**src/rtl/pc_ctrl.sv**
```systemverilog
// Program counter with branch/jump/call/return selection and a circular return-address stack.
// Overflowing calls overwrite the oldest return address; returns on an empty stack fall through.
module pc_ctrl #(
  parameter int unsigned     WIDTH      = 32,
  parameter int unsigned     STEP       = 4,
  parameter logic [WIDTH-1:0] RESET_ADDR = '0,
  parameter int unsigned     RAS_DEPTH  = 4
) (
  input  logic             clk,
  input  logic             reset,
  input  logic             stall,
  input  logic [2:0]       mode,
  input  logic [WIDTH-1:0] offset,
  input  logic [WIDTH-1:0] target,
  output logic [WIDTH-1:0] pc,
  output logic [4:0]       ras_count,
  output logic             ras_empty,
  output logic             ras_full,
  output logic             ras_ovf,
  output logic             ras_unf
);

  localparam int unsigned PtrW = $clog2(RAS_DEPTH);

  localparam logic [2:0] ModeBranch = 3'd1;
  localparam logic [2:0] ModeJump   = 3'd2;
  localparam logic [2:0] ModeCall   = 3'd3;
  localparam logic [2:0] ModeRet    = 3'd4;

  localparam logic [4:0]      CountMax = 5'(RAS_DEPTH);
  localparam logic [PtrW-1:0] PtrLast  = PtrW'(RAS_DEPTH - 1);

  logic [WIDTH-1:0] pc_q, pc_d;
  logic [PtrW-1:0]  ptr_q, ptr_d;
  logic [4:0]       count_q, count_d;
  logic             ovf_q, ovf_d;
  logic             unf_q, unf_d;
  logic [WIDTH-1:0] ras_q [RAS_DEPTH];

  logic [WIDTH-1:0] pc_seq;
  logic [PtrW-1:0]  ptr_inc, ptr_dec;
  logic             push;

  assign pc_seq  = pc_q + WIDTH'(STEP);
  // ptr_q names the next free slot; when full it also names the oldest entry.
  assign ptr_inc = (ptr_q == PtrLast) ? '0 : ptr_q + PtrW'(1);
  assign ptr_dec = (ptr_q == '0) ? PtrLast : ptr_q - PtrW'(1);

  always_comb begin
    pc_d    = pc_q;
    ptr_d   = ptr_q;
    count_d = count_q;
    ovf_d   = ovf_q;
    unf_d   = unf_q;
    push    = 1'b0;
    if (!stall) begin
      case (mode)
        ModeBranch: pc_d = pc_q + offset;
        ModeJump:   pc_d = target;
        ModeCall: begin
          push  = 1'b1;
          pc_d  = target;
          ptr_d = ptr_inc;
          if (count_q == CountMax) begin
            ovf_d = 1'b1;
          end else begin
            count_d = count_q + 5'd1;
          end
        end
        ModeRet: begin
          if (count_q == '0) begin
            pc_d  = pc_seq;
            unf_d = 1'b1;
          end else begin
            pc_d    = ras_q[ptr_dec];
            ptr_d   = ptr_dec;
            count_d = count_q - 5'd1;
          end
        end
        default: pc_d = pc_seq;
      endcase
    end
  end

  always_ff @(posedge clk or negedge reset) begin
    if (!reset) begin
      pc_q    <= RESET_ADDR;
      ptr_q   <= '0;
      count_q <= '0;
      ovf_q   <= 1'b0;
      unf_q   <= 1'b0;
    end else begin
      pc_q    <= pc_d;
      ptr_q   <= ptr_d;
      count_q <= count_d;
      ovf_q   <= ovf_d;
      unf_q   <= unf_d;
    end
  end

  // Stack storage is not reset; entries are unreachable while the count is zero.
  always_ff @(posedge clk) begin
    if (reset && push) begin
      ras_q[ptr_q] <= pc_seq;
    end
  end

  assign pc        = pc_q;
  assign ras_count = count_q;
  assign ras_empty = (count_q == '0);
  assign ras_full  = (count_q == CountMax);
  assign ras_ovf   = ovf_q;
  assign ras_unf   = unf_q;

endmodule

```
**config.mk**
```make
export PLATFORM = sky130hd
export DESIGN_NAME = pc_ctrl
export DESIGN_NICKNAME = d
export VERILOG_FILES = /design/src/rtl/pc_ctrl.sv
export SDC_FILE = /design/constraint.sdc
export NUM_CORES = 1
export LEC_CHECK = 0
export ABC_AREA = 1
export BUFFER_PORTS_ARGS = -buffer_cell sky130_fd_sc_hd__buf_2
export CORE_ASPECT_RATIO = 2
export CORE_MARGIN = 5
export CORE_UTILIZATION = 53
export CTS_CLUSTER_SIZE = 28
export DETAILED_ROUTE_END_ITERATION = 7
export PLACE_DENSITY = 0.77
export SLEW_MARGIN = 20
export SYNTH_ARGS = -nofsm -noshare
export SYNTH_HDL_FRONTEND = slang
export SYNTH_SLANG_ARGS = --single-unit
```
**constraint.sdc**
```tcl
create_clock -name clk -period 3.5 [get_ports clk]
set_input_delay 0.35 -clock clk [delete_from_list [all_inputs] [get_ports clk]]
set_output_delay 0.35 -clock clk [all_outputs]
set_load 0.02 [all_outputs]
```
== Word-level counts from Yosys, hierarchy flattened ==
Memories as Yosys holds them, arrays and structs flattened.
Cells that the tools add are included.

* $add $sub $neg: 6
* Equality and inequality tests: 8
* Mux-type cells: 13
* Bitwise logic cells: 1
* Reduce and logical (&&, ||, !) cells: 9

{| class="wikitable"
|+ Operators by type and width
! cell !! count
|-
| 32-bit one-hot mux with 3 select lines || 1
|-
| 32-bit by 3-bit adder with 32-bit output (second input constant) || 1
|-
| 32-bit adder || 1
|-
| 32-bit two-way mux || 1
|-
| 5-bit two-way mux || 2
|-
| 5-bit one-hot mux with 2 select lines || 1
|-
| 3-bit AND reduction || 3
|-
| 3-bit by 2-bit equality test with 1-bit output (second input constant) || 2
|-
| 2-bit two-way mux || 3
|-
| 5-bit by 1-bit adder with 5-bit output (second input constant) || 1
|-
| 5-bit by 3-bit equality test with 1-bit output (second input constant) || 1
|-
| 5-bit logical NOT || 1
|-
| 5-bit by 1-bit subtractor with 5-bit output (second input constant) || 1
|-
| 1-bit two-way mux || 4
|-
| 2-bit inequality test (second input constant) || 2
|-
| 2-bit one-hot mux with 2 select lines || 1
|-
| 4-bit AND reduction || 1
|-
| 3-bit by 1-bit equality test with 1-bit output (second input constant) || 1
|-
| 3-bit equality test (second input constant) || 1
|-
| 2-bit by 1-bit adder with 2-bit output (second input constant) || 1
|-
| 2-bit equality test (second input constant) || 1
|-
| 2-bit logical NOT || 1
|-
| 2-bit nonzero test || 1
|-
| 2-bit OR reduction || 1
|-
| other kinds (3) || 3
|}

* Flip-flop bits (word level): 41
* Memory bits (writable): 128
* Input bits: 70
* Output and inout port bits: 41
* Logic and storage cells: 43
* Memories: 1

{| class="wikitable"
|+ Memories
! name !! words !! width !! read ports !! clocked after memory_dff !! write ports !! RTL line !! text
|-
| ras_q || 4 || 32 || 1 || 0 || 1 || 38 || <nowiki>logic [WIDTH-1:0] ras_q [RAS_DEPTH];</nowiki>
|}

== Depth between registers and ports, before layout ==
Gate-level depths: netlist (run 1).

* Depth after elaboration: 6
* Depth in mapped cells: 15
* Depth with buffers taken out: 15

== Worst setup path after synthesis (run 1) ==
OpenSTA, ideal clock, no wires.

* Kind: input -> register
* Start: input port stall
* End: memory ras_q[0][0] (enable)
* Library setup time: 0.421 ns
* Arrival time: 2.558 ns
* Slack: 0.521 ns
* Cell stages on the path: 6
* Buffers on the path: 3
* Cell sequence: buf_2 -> inv_1 -> clkbuf_8 -> clkbuf_1 -> nand3_1 -> nor2_1

* Cells in the longest elaborated chain, start to end: 4

{| class="wikitable"
|+ Ends and longest elaborated chain
! item !! RTL line !! text
|-
| start: declaration || 11 || <nowiki>input logic stall,</nowiki>
|-
| 1-bit two-way mux || 56 || <nowiki>if (!stall) begin</nowiki>
|-
| 1-bit logical AND || 103 || <nowiki>if (reset && push) begin</nowiki>
|-
| 1-bit two-way mux || 103 ||
|-
| 1-bit two-way mux (implied by the code) || 104 || <nowiki>ras_q[ptr_q] <= pc_seq;</nowiki>
|-
| end: declaration || 38 ||
|}

Every way passes these cells.

== Worst setup path in the final report (run 1) ==
* Start: register ptr_q[0]
* End: register pc_q[12] (netlist: pc[12])

* Cells in the longest elaborated chain, start to end: 5
* Elaborated cells on any way between the ends: 6
* Those cells by class: add/sub: 1; mux: 3; reduce/logical: 1; memory: 1

{| class="wikitable"
|+ Ends and longest elaborated chain
! item !! RTL line !! text
|-
| start: declaration || 34 || <nowiki>logic [PtrW-1:0] ptr_q, ptr_d;</nowiki>
|-
| start signal: assignment || 94 || <nowiki>ptr_q <= ptr_d;</nowiki>
|-
| 2-bit by 1-bit subtractor with 2-bit output / 2-bit logical NOT (equally long branches) || 47 || <nowiki>assign ptr_dec = (ptr_q == '0) ? PtrLast : ptr_q - PtrW'(1);</nowiki>
|-
| 2-bit two-way mux (*) || 47 ||
|-
| memory read 4 x 32 bit (*) || - ||
|-
| 32-bit two-way mux (*) || 71 || <nowiki>if (count_q == '0) begin</nowiki>
|-
| 32-bit one-hot mux with 3 select lines (*) || 57 || <nowiki>case (mode)</nowiki>
|-
| end signal: assignment || 93 || <nowiki>pc_q <= pc_d;</nowiki>
|-
| end: declaration || 33 || <nowiki>logic [WIDTH-1:0] pc_q, pc_d;</nowiki>
|}

Mark *: on every way between the ends. The rest lies on a longest branch, timed or not.
A chain may end at the register's enable or synchronous reset.

==> results.cfg, run 1 <==
[run_status]
status = finished clean

[final_layout]
nFillCells = 1815
insertedDiodeCount = 0
fin_util_pct = 60.94
drive_above_1_share_pct = 12.33
syn_to_final_growth_pct = 13.12
final_cells = 1811
nets = 1647
register_area_mm2 = 0.004870
multiInputGateArea_mm2 = 0.004946

[logic_synthesis]
synthesis.instances = 1431
yosysWarnings = 0
syn_nets = 1542
synth_area_leaders = edfxtp_1 36%, nand2_1 16%, dfrtp_1 9.5%
yosysUniqueCellTypes = 43
syn_area_mm2 = 0.01078
yosysTopAreaCell = edfxtp_1
yosys.area.top_type_share_pct = 35.67
ys_ff_latch = 169
ys_seq_area_share_pct = 45.19
syn-mean-instance-area_um2 = 7.531

[setup_path]
start_kind = flip-flop
reg2reg_from = ptr_q[0]
startpoint = ptr_q[0]
path_depth = 12
max_stage_delay_ns = 0.44
r2r_slack_ns = 1.04
cp_cell_sequence = inv_1 -> ha_1 -> inv_1 -> nand2_2 -> inv_2 -> buf_4 -> nor2_1 -> o21ai_0 -> nand2_1 -> nor2_1 -> nor3_1 -> a21oi_1
criticalPathCategory = reg2reg
cp_top_family = buffers and inverters
required_ns = 3.87
rr_worst_depth = 12
worst_path_max_delay_cell = dfrtp_1
cp-end-kind = flip-flop
cp_max_fo = 33
critPathBufInv = 4
cp_data_arrival_time_ns = 2.83

[drt]
dr.pass1.iters = 5
first_iter_violations = 691
drt-total-wl_um = 32200
drc_errors = 0
vias = 9873
wl_per_cell_um = 17.78
via_per_inst = 5.452
detail-route-antenna-nets = 0

[grt]
grt_antenna_before_repair = 0
grt_start_max_net_pins = 67
grt_usage_pct = 27.90
grt.overflow.total = 0
grt_pass1_wl_um = 50860
grt_pass1_vias = 9914

[sta]
rsz0062_at_grt = false
fin_crit_sh_pct = 70.35
fmax_ghz = 0.4061
period_needed_ns = 2.462
tightest_slew_ns = 0.8488
holdWs_ns = 0.01972
slew_headroom_pct = 43.35
skew_ns = 0.004665
setup_tns_ns = 0
setup_viol = 0
drv_slew = 0
finalHoldViolCount = 0

[clock_tree]
clkTransAtPathRegs_ns = 0.07
root_buffer = clkbuf_16
ctsResizeCount = 0
htree_levels = 4
cts_sinks = 169
postCtsSetupBuffers = 0
tritoncts = yes
cts_made_buffers = 17
insertion_delay_ns = 0.44
cts_hold_buf = 0
clockBufferDepth = 2

[power_and_ir_drop]
p_sw_share_pct = 43.05
p_per_area_mw_per_mm2 = 692.5
ir_drop_v = 0.0007172
p_sw_w = 0.003634
internal_power_w = 0.004808
combPwrFrac_pct = 44.4
p_leak_nw = 5.791
clkPwrFrac_pct = 23.1
seqPwrFrac_pct = 32.5

[placement]
io_buffers = 110
place_congestion = 0.9871
post-place-cells = 1779
post-dp-hpwl_um = 24320

[run]
max-cap-violations = 0

[die]
rows = 73
ios = 111
dieArea_mm2 = 0.02346
initial_core_util_pct = 53.88
core-area_mm2 = 0.02000
die_y_um = 211.7
die_x_um = 110.8

[min_path]
hold_class = in2async
==> metal layers <==
layer / GRT usage, % / wire, µm
met1: 30.30 / 11600
met2: 51.43 / 17220
met3: 3.461 / 1531
met4: 16.75 / 1855
met5: 0 / 0
==> cell usage after synthesis (all sizes together) <==
cell           n
ha            39
and3           1
xnor2          1
a22oi          2
or2           11
nand2        471
dfrtp         41
nor2         144
xor2          18
a21boi         1
o21ai         37
a31oi         10
nor3          18
a21oi         54
o21bai         7
o22a           1
fa             2
buf           18
a31o           1
dlygate4sd1    1
nand3b         6
nand4          6
o211ai         1
nand3        167
inv          205
o22ai          5
clkbuf        20
a21o           1
and2          11
nor3b          1
a32oi          2
edfxtp       128
==> kinds of logic (layout without fill, tap and decap cells) <==
family	Yosys count	in the layout	share of synthesized area, %
buf+inv	244	362	9.033
simple gates	836	836	33.08
fa+ha+maj	41	41	4.900
xor+xnor	19	19	1.544
compound gates	122	122	6.258
flops	169	169	45.19
==> flip-flops by register name, summed over array words and instances (netlist names) <==
signal,count
pc,32
ptr_q,2
ras_count,5
ras_ovf,1
ras_q,128
ras_unf,1
==> path summary, 6_finish.rpt <==
path / endpoint
hold / removal: ras_unf
setup reg to reg: pc[12]
setup / recovery: pc[12]
max in group asynchronous: pc[30]
min in group clk: pc[1]
hold reg to reg: ras_ovf
==> power groups by stage <==
| stage | combinational (W) | sequential, W | clock, W |
|---|---|---|---|
| 3_3_place_gp | 0.00363 | 0.00277 | 0 |
| 4_1_cts | 0.00373 | 0.00273 | 0.00196 |
| 5_1_grt | 0.00421 | 0.00277 | 0.00203 |
| 6_report | 0.00375 | 0.00275 | 0.00195 |
| 2_1_floorplan | 0.00250 | 0.00286 | 0 |
| 3_5_place_dp | 0.00371 | 0.00277 | 0 |
==> per-stage QoR <==
step	worst slack (ns)	total power (W)	area [µm²]
after floorplan	0.5210	0.005357	10780
after global placement	1.149	0.006397	11580
after detailed placement	1.070	0.006485	11580
after CTS	1.050	0.008426	12190
after global routing	0.7854	0.008998	12190
final	1.038	0.008442	12190
==> layout by cell type (no fill, tap or decap), types with 6 or more instances in the layout <==
cell type	instances
nand4_1	6
nor2_1	134
inv_1	200
buf_2	110
nand3_1	167
ha_1	39
xor2_1	18
nor3_1	13
edfxtp_1	128
nand2_1	467
buf_4	15
dfrtp_1	41
o21ai_0	37
a31oi_1	10
clkbuf_16	17
a21oi_1	54
nand3b_1	6
and2_1	11
o21bai_1	7
or2_2	11
==> final cells by class <==
class	count	area share (%)
multi-input cells	1018	40.57
flip-flops and latches	169	39.95
inverters	205	6.312
clock inverters	12	1.211
repair buffers	125	5.440
well taps	262	2.689
clock buffers	20	3.828
(Power assumes the default switching activity.)
==> inputs of run 2 (changes only) <==
==> constraint.sdc (replaced) <==
create_clock -name clk -period 2.3 [get_ports clk]
set_input_delay 0.23 -clock clk [delete_from_list [all_inputs] [get_ports clk]]
set_output_delay 0.23 -clock clk [all_outputs]
set_load 0.02 [all_outputs]
==> results.cfg, run 2 (synthesis results as in run 1) <==
[sta]
holdWs_ns = 0.1145
setup_slack_ns = 0.07528
setup_viol = 0
finalHoldViolCount = 0
setup_tns_ns = 0
tightest_slew_ns = 0.6290
period_needed_ns = 2.225
fmax_ghz = 0.4495
drv_slew = 0
fin_crit_sh_pct = 96.73
skew_ns = 0.01297
slew_headroom_pct = 58.07

[placement]
dp_slack_ns = -0.09962
placed_area_mm2 = 0.01203
post-dp-hpwl_um = 26120
place_congestion = 1.030
io_buffers = 110

[die]
core-area_mm2 = 0.02000
dieArea_mm2 = 0.02346
ios = 111
die_x_um = 110.8
die_y_um = 211.7
rows = 73
initial_core_util_pct = 53.88

[run]
max-cap-violations = 0

[setup_path]
cp_max_fo = 5
r2r-end = ras_q[0][14]
cp_data_arrival_time_ns = 2.39
cp-end-kind = flip-flop
reg2reg_from = pc[3]
criticalPathCategory = reg2reg
startpoint = pc[3]
start_kind = flip-flop
crit_end = ras_q[0][14]
rr_worst_depth = 7
required_ns = 2.47
r2r_slack_ns = 0.08

[clock_tree]
clkTransAtPathRegs_ns = 0.07
cts_made_buffers = 17
root_buffer = clkbuf_16
cts_sinks = 169
tritoncts = yes
clockBufferDepth = 2
htree_levels = 4
insertion_delay_ns = 0.44

[drt]
vias = 10250
wl_per_cell_um = 18.52
drt-total-wl_um = 34420
detail-route-antenna-nets = 0
first_iter_violations = 801
drc_errors = 0
via_per_inst = 5.516
dr.pass1.iters = 7

[final_layout]
multiInputGateArea_mm2 = 0.004986
final_area_mm2 = 0.01266
insertedDiodeCount = 0
largest_register_ffs = 128
register_area_mm2 = 0.004872
mostFrequentLayoutCells = 462 x nand2_1, 200 x inv_1, 166 x nand3_1, 133 x nor2_1, 128 x edfxtp_1
final_common_cell = nand2_1
syn_to_final_growth_pct = 17.44
top_register = ras_q
nets = 1696
drive_above_1_share_pct = 15.65
nFillCells = 1781

[run_status]
status = finished clean

[grt]
grt_usage_pct = 29.35
grt_start_max_net_pins = 42
grt_antenna_before_repair = 0
grt_pass1_wl_um = 53000
grt_pass1_vias = 10190
grt.overflow.total = 0

[power_and_ir_drop]
p_per_area_mw_per_mm2 = 1049
p_leak_nw = 6.027
ir_drop_v = 0.0008462

[min_path]
min_path_cells = 3
hold_class = in2reg
-- run 2: layout make-up --
class / instances / area share [%]
Clock buffer: 19 / 3.421
Clock inverter: 12 / 0.9985
Inverter: 205 / 6.080
Multi-Input combinational cell: 1018 / 39.40
Sequential cell: 169 / 38.50
Tap cell: 262 / 2.590
Timing Repair Buffer: 174 / 9.016
-- run 2: power breakdown --
part | total [W] | internal, W | switching [W] | leakage, nW
sequential | 0.00403 | 0.00376 | 0.000262 | 1.61
clock | 0.00280 | 0.00159 | 0.00122 | 0.264
combinational | 0.00644 | 0.00216 | 0.00429 | 4.15
-- run 2: repair_timing --
item | in CTS | in global routing
pin swaps | 0 | 1
hold buffers | 1 | 0
endpoints found under the setup margin | 6 | 15
hold endpoints to repair | 41 | 0
setup buffers | 0 | 1
gates cloned | 0 | 0
resized for setup | 3 | 14
-- run 2: how the worst min path moves through the flow --
stage               slack [ns]  startpoint      end
floorplan                -0.07       reset    pc[0]
global placement          0.39       reset  ras_ovf
detailed placement        0.42       reset  ras_ovf
CTS                       0.09   target[1]    pc[1]
global route              0.14   target[1]    pc[1]
finish                    0.11   target[1]    pc[1]
-- run 2: metal layers --
layer | wire, µm | share of wire (%) | global-route usage, % | vias up
li1 | - | - | - | 4919
met1 | 11980 | 35 | 30.93 | 4748
met3 | 1910 | 5.5 | 3.776 | 142
met4 | 2472 | 7.2 | 20.24 | 0
met2 | 18060 | 52 | 53.78 | 445
met5 | 0 | 0 | 0 | -
-- run 2: worst max-delay path: stages, from the launching register on --
cell	delay, ns
dfrtp_1	0.48
ha_2	0.32
nand2_1	0.17
nor3_4	0.17
nand2_1	0.08
nor2_1	0.34
xor2_1	0.26
inv_1	0.13
-- run 2: stage by stage --
stage                     power (W)  instances  utilization [%]
after floorplan            0.008158       1431                -
after global placement      0.01019       1826            60.14
after detailed placement    0.01034       1826            60.14
after CTS                   0.01316       1858            63.03
after global routing        0.01412       1859            63.27
final                       0.01327       1859            63.27
==> inputs of run 3 (changes only) <==
--- a/config.mk
+++ b/config.mk
@@ -9,10 +9,10 @@
 export BUFFER_PORTS_ARGS = -buffer_cell sky130_fd_sc_hd__buf_2
 export CORE_ASPECT_RATIO = 2
 export CORE_MARGIN = 5
-export CORE_UTILIZATION = 53
+export CORE_UTILIZATION = 55
 export CTS_CLUSTER_SIZE = 28
 export DETAILED_ROUTE_END_ITERATION = 7
-export PLACE_DENSITY = 0.77
+export PLACE_DENSITY = 0.79
 export SLEW_MARGIN = 20
 export SYNTH_ARGS = -nofsm -noshare
 export SYNTH_HDL_FRONTEND = slang
==> results.cfg, run 3 (synthesis results as in run 1) <==
[run_status]
status = finished clean

[clock_tree]
cts_sinks = 169
tritoncts = yes
clockBufferDepth = 2
insertion_delay_ns = 0.45
clkTransAtPathRegs_ns = 0.07
htree_levels = 4
cts_made_buffers = 17
root_buffer = clkbuf_16

[min_path]
hold_class = in2reg
hp-start = target[1]
whs_endpoint = pc[1]
min_path_cells = 3

[die]
ios = 111
dieArea_mm2 = 0.02266
initial_core_util_pct = 55.64
rows = 72
die_x_um = 109.0
core-area_mm2 = 0.01937
die_y_um = 208.0

[sta]
finalHoldViolCount = 0
drv_slew = 0
tightest_slew_ns = 0.6398
fmax_ghz = 0.4561
slew_headroom_pct = 57.34
skew_ns = 0.01529
fin_crit_sh_pct = 95.34
period_needed_ns = 2.193
setup_viol = 0

[run]
max-cap-violations = 0

[drt]
drt-total-wl_um = 33850
wl_per_cell_um = 18.26
first_iter_violations = 776
drc_errors = 0
vias = 10240
detail-route-antenna-nets = 0
dr.pass1.iters = 6
via_per_inst = 5.521

[setup_path]
reg2reg_from = pc[3]
r2r_slack_ns = 0.11
cpMostUsedCell = nand2_1
required_ns = 2.63
cp-end-kind = flip-flop
cp_max_fo = 6
cp_data_arrival_time_ns = 2.52
r2r-end = pc[12]
rr_worst_depth = 10
worst_path_max_delay_cell = dfrtp_1
start_kind = flip-flop
criticalPathCategory = reg2reg
max_stage_delay_ns = 0.49
cp_cell_sequence = ha_2 -> nand2_1 -> nor2_4 -> nand2_2 -> nor2_4 -> nand2_1 -> nand2_1 -> nor2_1 -> nor3_1 -> a21oi_1

[final_layout]
final_cells = 1854
drive_above_1_share_pct = 15.55
top_register = ras_q
syn_to_final_growth_pct = 17.32
final_common_cell = nand2_1
largest_register_ffs = 128
mostFrequentLayoutCells = 463 x nand2_1, 199 x inv_1, 165 x nand3_1, 131 x nor2_1, 128 x edfxtp_1
multiInputGateArea_mm2 = 0.004996
nFillCells = 1679
insertedDiodeCount = 0
register_area_mm2 = 0.004872
nets = 1694

[power_and_ir_drop]
total_power_w = 0.01329
p_per_area_mw_per_mm2 = 1051
ir_drop_v = 0.0008745
p_leak_nw = 6.022

[placement]
io_buffers = 110
post-place-cells = 1818
place_congestion = 1.046
post-dp-hpwl_um = 26070

[grt]
grt_usage_pct = 30.65
grt_pass1_vias = 10260
grt_antenna_before_repair = 0
grt_pass1_wl_um = 52460
grt.overflow.total = 0
grt_start_max_net_pins = 42
[run 3: how the worst max path moves through the flow]
stage	startpoint	to	slack (ns)	cells after the start
3_3_place_gp	pc[2]	pc[10]	-0.01	8
4_1_cts	pc[2]	pc[12]	0.02	10
3_5_place_dp	pc[2]	pc[12]	-0.03	10
2_1_floorplan	stall	ras_q[0][0]	-0.10	6
5_1_grt	pc[3]	pc[16]	-0.0009	13
6_report	pc[3]	pc[12]	0.11	10
[run 3: stage by stage]
| step | util (%) | setup slack, ns | hold WS, ns | TNS, ns | cell area [µm²] |
|---|---|---|---|---|---|
| after floorplan | - | -0.1012 | -0.06559 | -12.96 | 10790 |
| after global placement | 61.89 | -0.01463 | 0.3937 | -0.02420 | 11990 |
| after detailed placement | 61.89 | -0.03086 | 0.3932 | -0.04197 | 11990 |
| after CTS | 64.85 | 0.02119 | 0.1339 | 0 | 12560 |
| after global routing | 65.28 | -0.0008697 | 0.1606 | -0.001246 | 12640 |
| final | 65.28 | 0.1073 | 0.1373 | 0 | 12640 |
[run 3: routing by layer]
metal  GRT usage (%)  wire, µm  vias to the layer above  part of all wire (%)
met2           53.31     17740                      476                    52
met3           4.404      2249                      147                   6.6
met4           21.32      2504                        0                   7.4
met1           33.22     11360                     4697                    34
li1                -         -                     4916                     -
met5               0         0                        -                     0
[run 3: final cells by class]
| cell class | instances | area share (%) |
|---|---|---|
| tap | 259 | 2.563 |
| clock inverter | 13 | 1.029 |
| timing repair buffer | 172 | 8.877 |
| sequential | 169 | 38.54 |
| inverter | 205 | 6.086 |
| multi-input combinational | 1018 | 39.52 |
| clock buffer | 18 | 3.394 |
[run 3: repair_timing]
item / 4_1_cts / 5_1_grt
gates cloned: 0 / 0
hold buffers: 1 / 0
setup endpoints to repair: 3 / 30
pin swaps: 0 / 2
gates resized for setup: 1 / 16
setup buffers: 0 / 4
hold endpoints to repair: 41 / 0
[run 3: power by group]
group | total (W) | switching [W] | internal [W] | leakage, nW
Clock | 0.00280 | 0.00122 | 0.00158 | 0.266
Sequential | 0.00402 | 0.000261 | 0.00376 | 1.61
Combinational | 0.00646 | 0.00428 | 0.00218 | 4.14
[run 3: worst max-delay path: cells and delay by family (launching register included)]
kind	cells	cell delay [ns]
compound gates	1	0.10
fa+ha+maj	1	0.32
flops	1	0.49
simple gates	8	1.16
